File: src/rtl/method_vec_caller.sv
// Caller-side adapter for a vector-argument ActionValue method: gathers argument
// elements from a stream, fires one EN/RDY call, then streams the result back out.
module method_vec_caller #(
    parameter int N_ELEM  = 3,
    parameter int FIELD_W = 4,
    parameter int N_FIELD = 3,
    localparam int ELEM_W = FIELD_W * N_FIELD,
    localparam int VEC_W  = N_ELEM * ELEM_W
) (
    input  logic              CLK,
    input  logic              RST,
    input  logic              in_valid,
    output logic              in_ready,
    input  logic [ELEM_W-1:0] in_data,
    input  logic              RDY_method,
    output logic              EN_method,
    output logic [VEC_W-1:0]  method_arg,
    input  logic [VEC_W-1:0]  method_res,
    output logic              out_valid,
    input  logic              out_ready,
    output logic [ELEM_W-1:0] out_data,
    output logic              out_last,
    output logic [15:0]       call_count
);

    localparam int IDX_W = (N_ELEM > 1) ? $clog2(N_ELEM) : 1;

    localparam logic [1:0] S_COLLECT = 2'd0;
    localparam logic [1:0] S_CALL    = 2'd1;
    localparam logic [1:0] S_EMIT    = 2'd2;

    logic [1:0]        state_q, state_d;
    logic [IDX_W-1:0]  idx_q, idx_d;
    logic [ELEM_W-1:0] arg_q [N_ELEM];
    logic [VEC_W-1:0]  res_q;
    logic [15:0]       call_count_q;
    logic [ELEM_W-1:0] res_elem [N_ELEM];

    logic idx_last;
    logic in_fire;
    logic call_fire;
    logic out_fire;

    assign idx_last = (idx_q == IDX_W'(N_ELEM - 1));

    // Handshake outputs are gated by RST so nothing is offered or accepted during reset.
    assign in_ready  = !RST && (state_q == S_COLLECT);
    assign EN_method = !RST && (state_q == S_CALL) && RDY_method;
    assign out_valid = !RST && (state_q == S_EMIT);
    assign out_last  = out_valid && idx_last;
    assign out_data  = res_elem[idx_q];

    assign in_fire   = in_ready && in_valid;
    assign call_fire = EN_method;
    assign out_fire  = out_valid && out_ready;

    assign call_count = call_count_q;

    always_comb begin
        state_d = state_q;
        idx_d   = idx_q;
        case (state_q)
            S_COLLECT: begin
                if (in_fire) begin
                    if (idx_last) begin
                        idx_d   = '0;
                        state_d = S_CALL;
                    end else begin
                        idx_d = idx_q + IDX_W'(1);
                    end
                end
            end
            S_CALL: begin
                if (call_fire) begin
                    state_d = S_EMIT;
                end
            end
            S_EMIT: begin
                if (out_fire) begin
                    if (idx_last) begin
                        idx_d   = '0;
                        state_d = S_COLLECT;
                    end else begin
                        idx_d = idx_q + IDX_W'(1);
                    end
                end
            end
            default: begin
                idx_d   = '0;
                state_d = S_COLLECT;
            end
        endcase
    end

    always_ff @(posedge CLK) begin
        if (RST) begin
            state_q <= S_COLLECT;
            idx_q   <= '0;
        end else begin
            state_q <= state_d;
            idx_q   <= idx_d;
        end
    end

    // Only written when a call completes, so the counter holds otherwise.
    always_ff @(posedge CLK) begin
        if (RST) begin
            res_q        <= '0;
            call_count_q <= '0;
        end else if (call_fire) begin
            res_q        <= method_res;
            call_count_q <= call_count_q + 16'd1;
        end
    end

    // Element 0 lives in the MSBs of both the argument and result vectors.
    generate
        for (genvar gi = 0; gi < N_ELEM; gi++) begin : g_slot
            always_ff @(posedge CLK) begin
                if (RST) begin
                    arg_q[gi] <= '0;
                end else if (in_fire && (idx_q == IDX_W'(gi))) begin
                    arg_q[gi] <= in_data;
                end
            end
            assign method_arg[(N_ELEM-gi)*ELEM_W-1 -: ELEM_W] = arg_q[gi];
            assign res_elem[gi] = res_q[(N_ELEM-gi)*ELEM_W-1 -: ELEM_W];
        end
    endgenerate

endmodule

File: config.mk
export PLATFORM = sky130hd
export DESIGN_NAME = method_vec_caller
export DESIGN_NICKNAME = d
export VERILOG_FILES = /design/src/rtl/method_vec_caller.sv
export SDC_FILE = /design/constraint.sdc
export NUM_CORES = 1
export LEC_CHECK = 0
export BUFFER_PORTS_ARGS = -buffer_cell sky130_fd_sc_hd__buf_2
export CORE_MARGIN = 2
export CORE_UTILIZATION = 45
export CTS_BUF_LIST = sky130_fd_sc_hd__clkbuf_8
export CTS_CLUSTER_SIZE = 16
export DETAILED_ROUTE_END_ITERATION = 16
export PLACE_DENSITY = 0.83
export SYNTH_ARGS = -nofsm -noshare
export SYNTH_HDL_FRONTEND = slang
export SYNTH_SLANG_ARGS = --single-unit
export TNS_END_PERCENT = 1
File: constraint.sdc
create_clock -name CLK -period 1.8 [get_ports CLK]
set_input_delay 0.36 -clock CLK [delete_from_list [all_inputs] [get_ports CLK]]
set_output_delay 0.36 -clock CLK [all_outputs]
set_load 0.02 [all_outputs]
==> results.cfg <==
[placed_design]
io_buffers = 120
dpl_worst_slack_ns = 0.0750
gpl.final_weighted_congestion = 0.753
hpwlAfterDp_um = 6100

[synth]
synth_most_common_cell = nand2_1
synth_top_area_share_pct = 28.7
yosysUniqueCellTypes = 33
ys_ff_latch = 92
async_flop_share_pct = 0
synth_commonest_cells = nand2_1, dfxtp_1, o21ai_0
netlist_top_cells_area = dfxtp_1, edfxtp_1, nand2b_1
avgSynthCellArea_sq_um = 9.99
synth.net_count = 445
ys_seq_area_share_pct = 56.4
yosys_warnings = 0
synth_ff_type = dfxtp_1
yosysTopAreaCell = dfxtp_1
syn_area_sq_mm = 0.00391
synthCells = 391
synth_edf_count = 36

[clock_network]
clock_sinks = 92
cts_root_buf = clkbuf_8
cts_tree = done
cts_buffers = 9
cts_max_level = 3
clockBufferDepth = 2
insertion_delay_ns = 0.36
cts.clk_slew.worst_paths_ns = 0.10

[route]
drt-initial-drc-count = 130
via_per_inst = 5.01
routedWlPerCell_um = 14.1
antenna_left = 0
first_pass_iters = 4
vias = 3134
routed_wl_um = 8800
drc = 0

[hold_path]
holdPathEnd = res_elem[8]$_SDFFE_PP0P_
hold_depth = 3
holdCritStartpoint = method_res[8]
hp-class = in2reg

[setup_path]
reg2reg_slack_ns = 0.22
worstPathMaxFanout = 6
r2r_end = call_count[10]$_SDFFE_PP0P_
critPathLaunch = idx_q[0]$_SDFFE_PP0P_
rr_worst_depth = 5
crit_arrival_ns = 1.41
path_class = reg2out
cp-end-kind = primary output
startpoint_type = flop
r2r-start = call_count[3]$_SDFFE_PP0P_
required_ns = 1.44

[grt]
grt_max_degree = 63
grt_pass1_wl_um = 14200
grt_pass1_vias = 2954
antenna_found_initial = 0
grtUsageTotal_pct = 18.6
overflow = 0

[floorplan]
num_rows = 33
ios = 121
die_h_um = 97.2
die_x_um = 97.2
core_sq_mm = 0.00830
start_util_pct = 47.1
dieArea_sq_mm = 0.00944

[timing]
period_minus_slack_ns = 1.77
fin_setup_tns_ns = 0
setup_slack_ns = 0.0271
hold_viol_final = 0
relSlewSlack_pct = 74.4
clock.fmax_ghz = 0.564
finalSetupViolations = 0
worstMarginPinSlew_ns = 0.380
rsz0062_at_grt = yes
post-route-period-util_pct = 98.5
drv_slew = 0
skew_ns = 0.0132

[layout]
antennaDiodeCount = 0
drive_above_1_share_pct = 32.7
seqCellArea_sq_mm = 0.00221
syn_to_final_growth_pct = 26.8
multiInputGateArea_sq_mm = 0.00161
nFillCells = 697
fin_util_pct = 59.7
layout.nets = 569

[status]
status = complete, no violations

[flow_run]
cap_violations = 0

[power_and_ir_drop]
p_per_area_mw_per_mm2 = 796
power.leakage_nw = 2.07
vdd_drop_max_v = 0.000551
power_mw = 3.94
stage by stage:
stage          hold WS [ns]  std cells  area [sq um]
3_5_place_dp          0.466        606          4660
3_3_place_gp          0.459        606          4660
6_report              0.193        625          4950
5_1_grt               0.185        625          4950
4_1_cts               0.184        623          4890
2_1_floorplan         0.449        391          3910
metal layers:
layer	part of all wire [%]	track usage, %	vias to the layer above
met1	44	24.6	1459
met4	1.7	5.74	0
met5	0	0	-
li1	-	-	1554
met2	47	29.8	110
met3	6.6	5.04	11
report_power, final:
group          leakage, nW  internal (mW)  switching (mW)
registers            0.829           2.23          0.0304
clock network       0.0868          0.522           0.772
logic                 1.15          0.171           0.222
state kept, by name, indices dropped and copies added, names as in the netlist:
signal / flops
arg_q: 36
call_count: 16
idx_q: 2
res_elem: 36
state_q: 2
area by class of cell:
type | instances | area share, %
clock buffers | 9 | 2.50
clock inverters | 7 | 1.19
flip-flops and latches | 92 | 44.7
multi-input cells | 271 | 32.4
inverters | 3 | 0.278
repair buffers | 138 | 16.2
well taps | 105 | 2.65
worst max-delay path by stage:
stage | endpoint | slack, ns
final | out_data[6] | 0.03
after global routing | out_data[0] | -0.03
after CTS | out_last | 0.01
after detailed placement | call_count[14]$_SDFFE_PP0P_ | 0.08
after global placement | call_count[14]$_SDFFE_PP0P_ | 0.17
after floorplan | out_data[2] | -0.05
kinds of logic after synthesis:
family	Yosys count	share of synthesized area (%)
AND/OR/NAND/NOR	185	25.6
flip-flops	92	56.4
AO/OA/AOI/OAI	57	7.40
buffers and inverters	28	3.27
multiplexers	19	5.03
XOR/XNOR	9	2.02
adder cells (fa/ha/maj)	1	0.320
timing repair:
item	in CTS	in global routing
resized for setup	14	14
cloned	1	1
buffers inserted	0	1
setup endpoints to repair	13	14
pin swaps	0	0
hold buffers	0	0
critical path, cell delays in order (launching register included):
cell       delay (ns)
dfxtp_4          0.39
clkbuf_16        0.17
mux2i_1          0.11
o21ai_0          0.19
buf_2            0.20
cells in the final DEF, fill, tap and decap left out, types with 2 or more instances in the layout:
master	count
a21oi_1	5
and2_1	37
buf_12	2
buf_2	114
buf_4	18
buf_6	3
clkbuf_8	9
clkinv_4	2
clkinvlp_4	2
dfxtp_1	52
dfxtp_4	3
edfxtp_1	36
inv_1	2
inv_6	3
mux2i_1	16
nand2_1	57
nand2b_1	42
nand3_1	4
nand4_1	3
nor2_1	15
nor2b_1	4
nor3_1	6
nor4_1	4
o21ai_0	46
o21ai_1	5
or2_2	3
or3_1	2
xnor2_1	7
xor2_1	2
(Power assumes the default switching activity.)
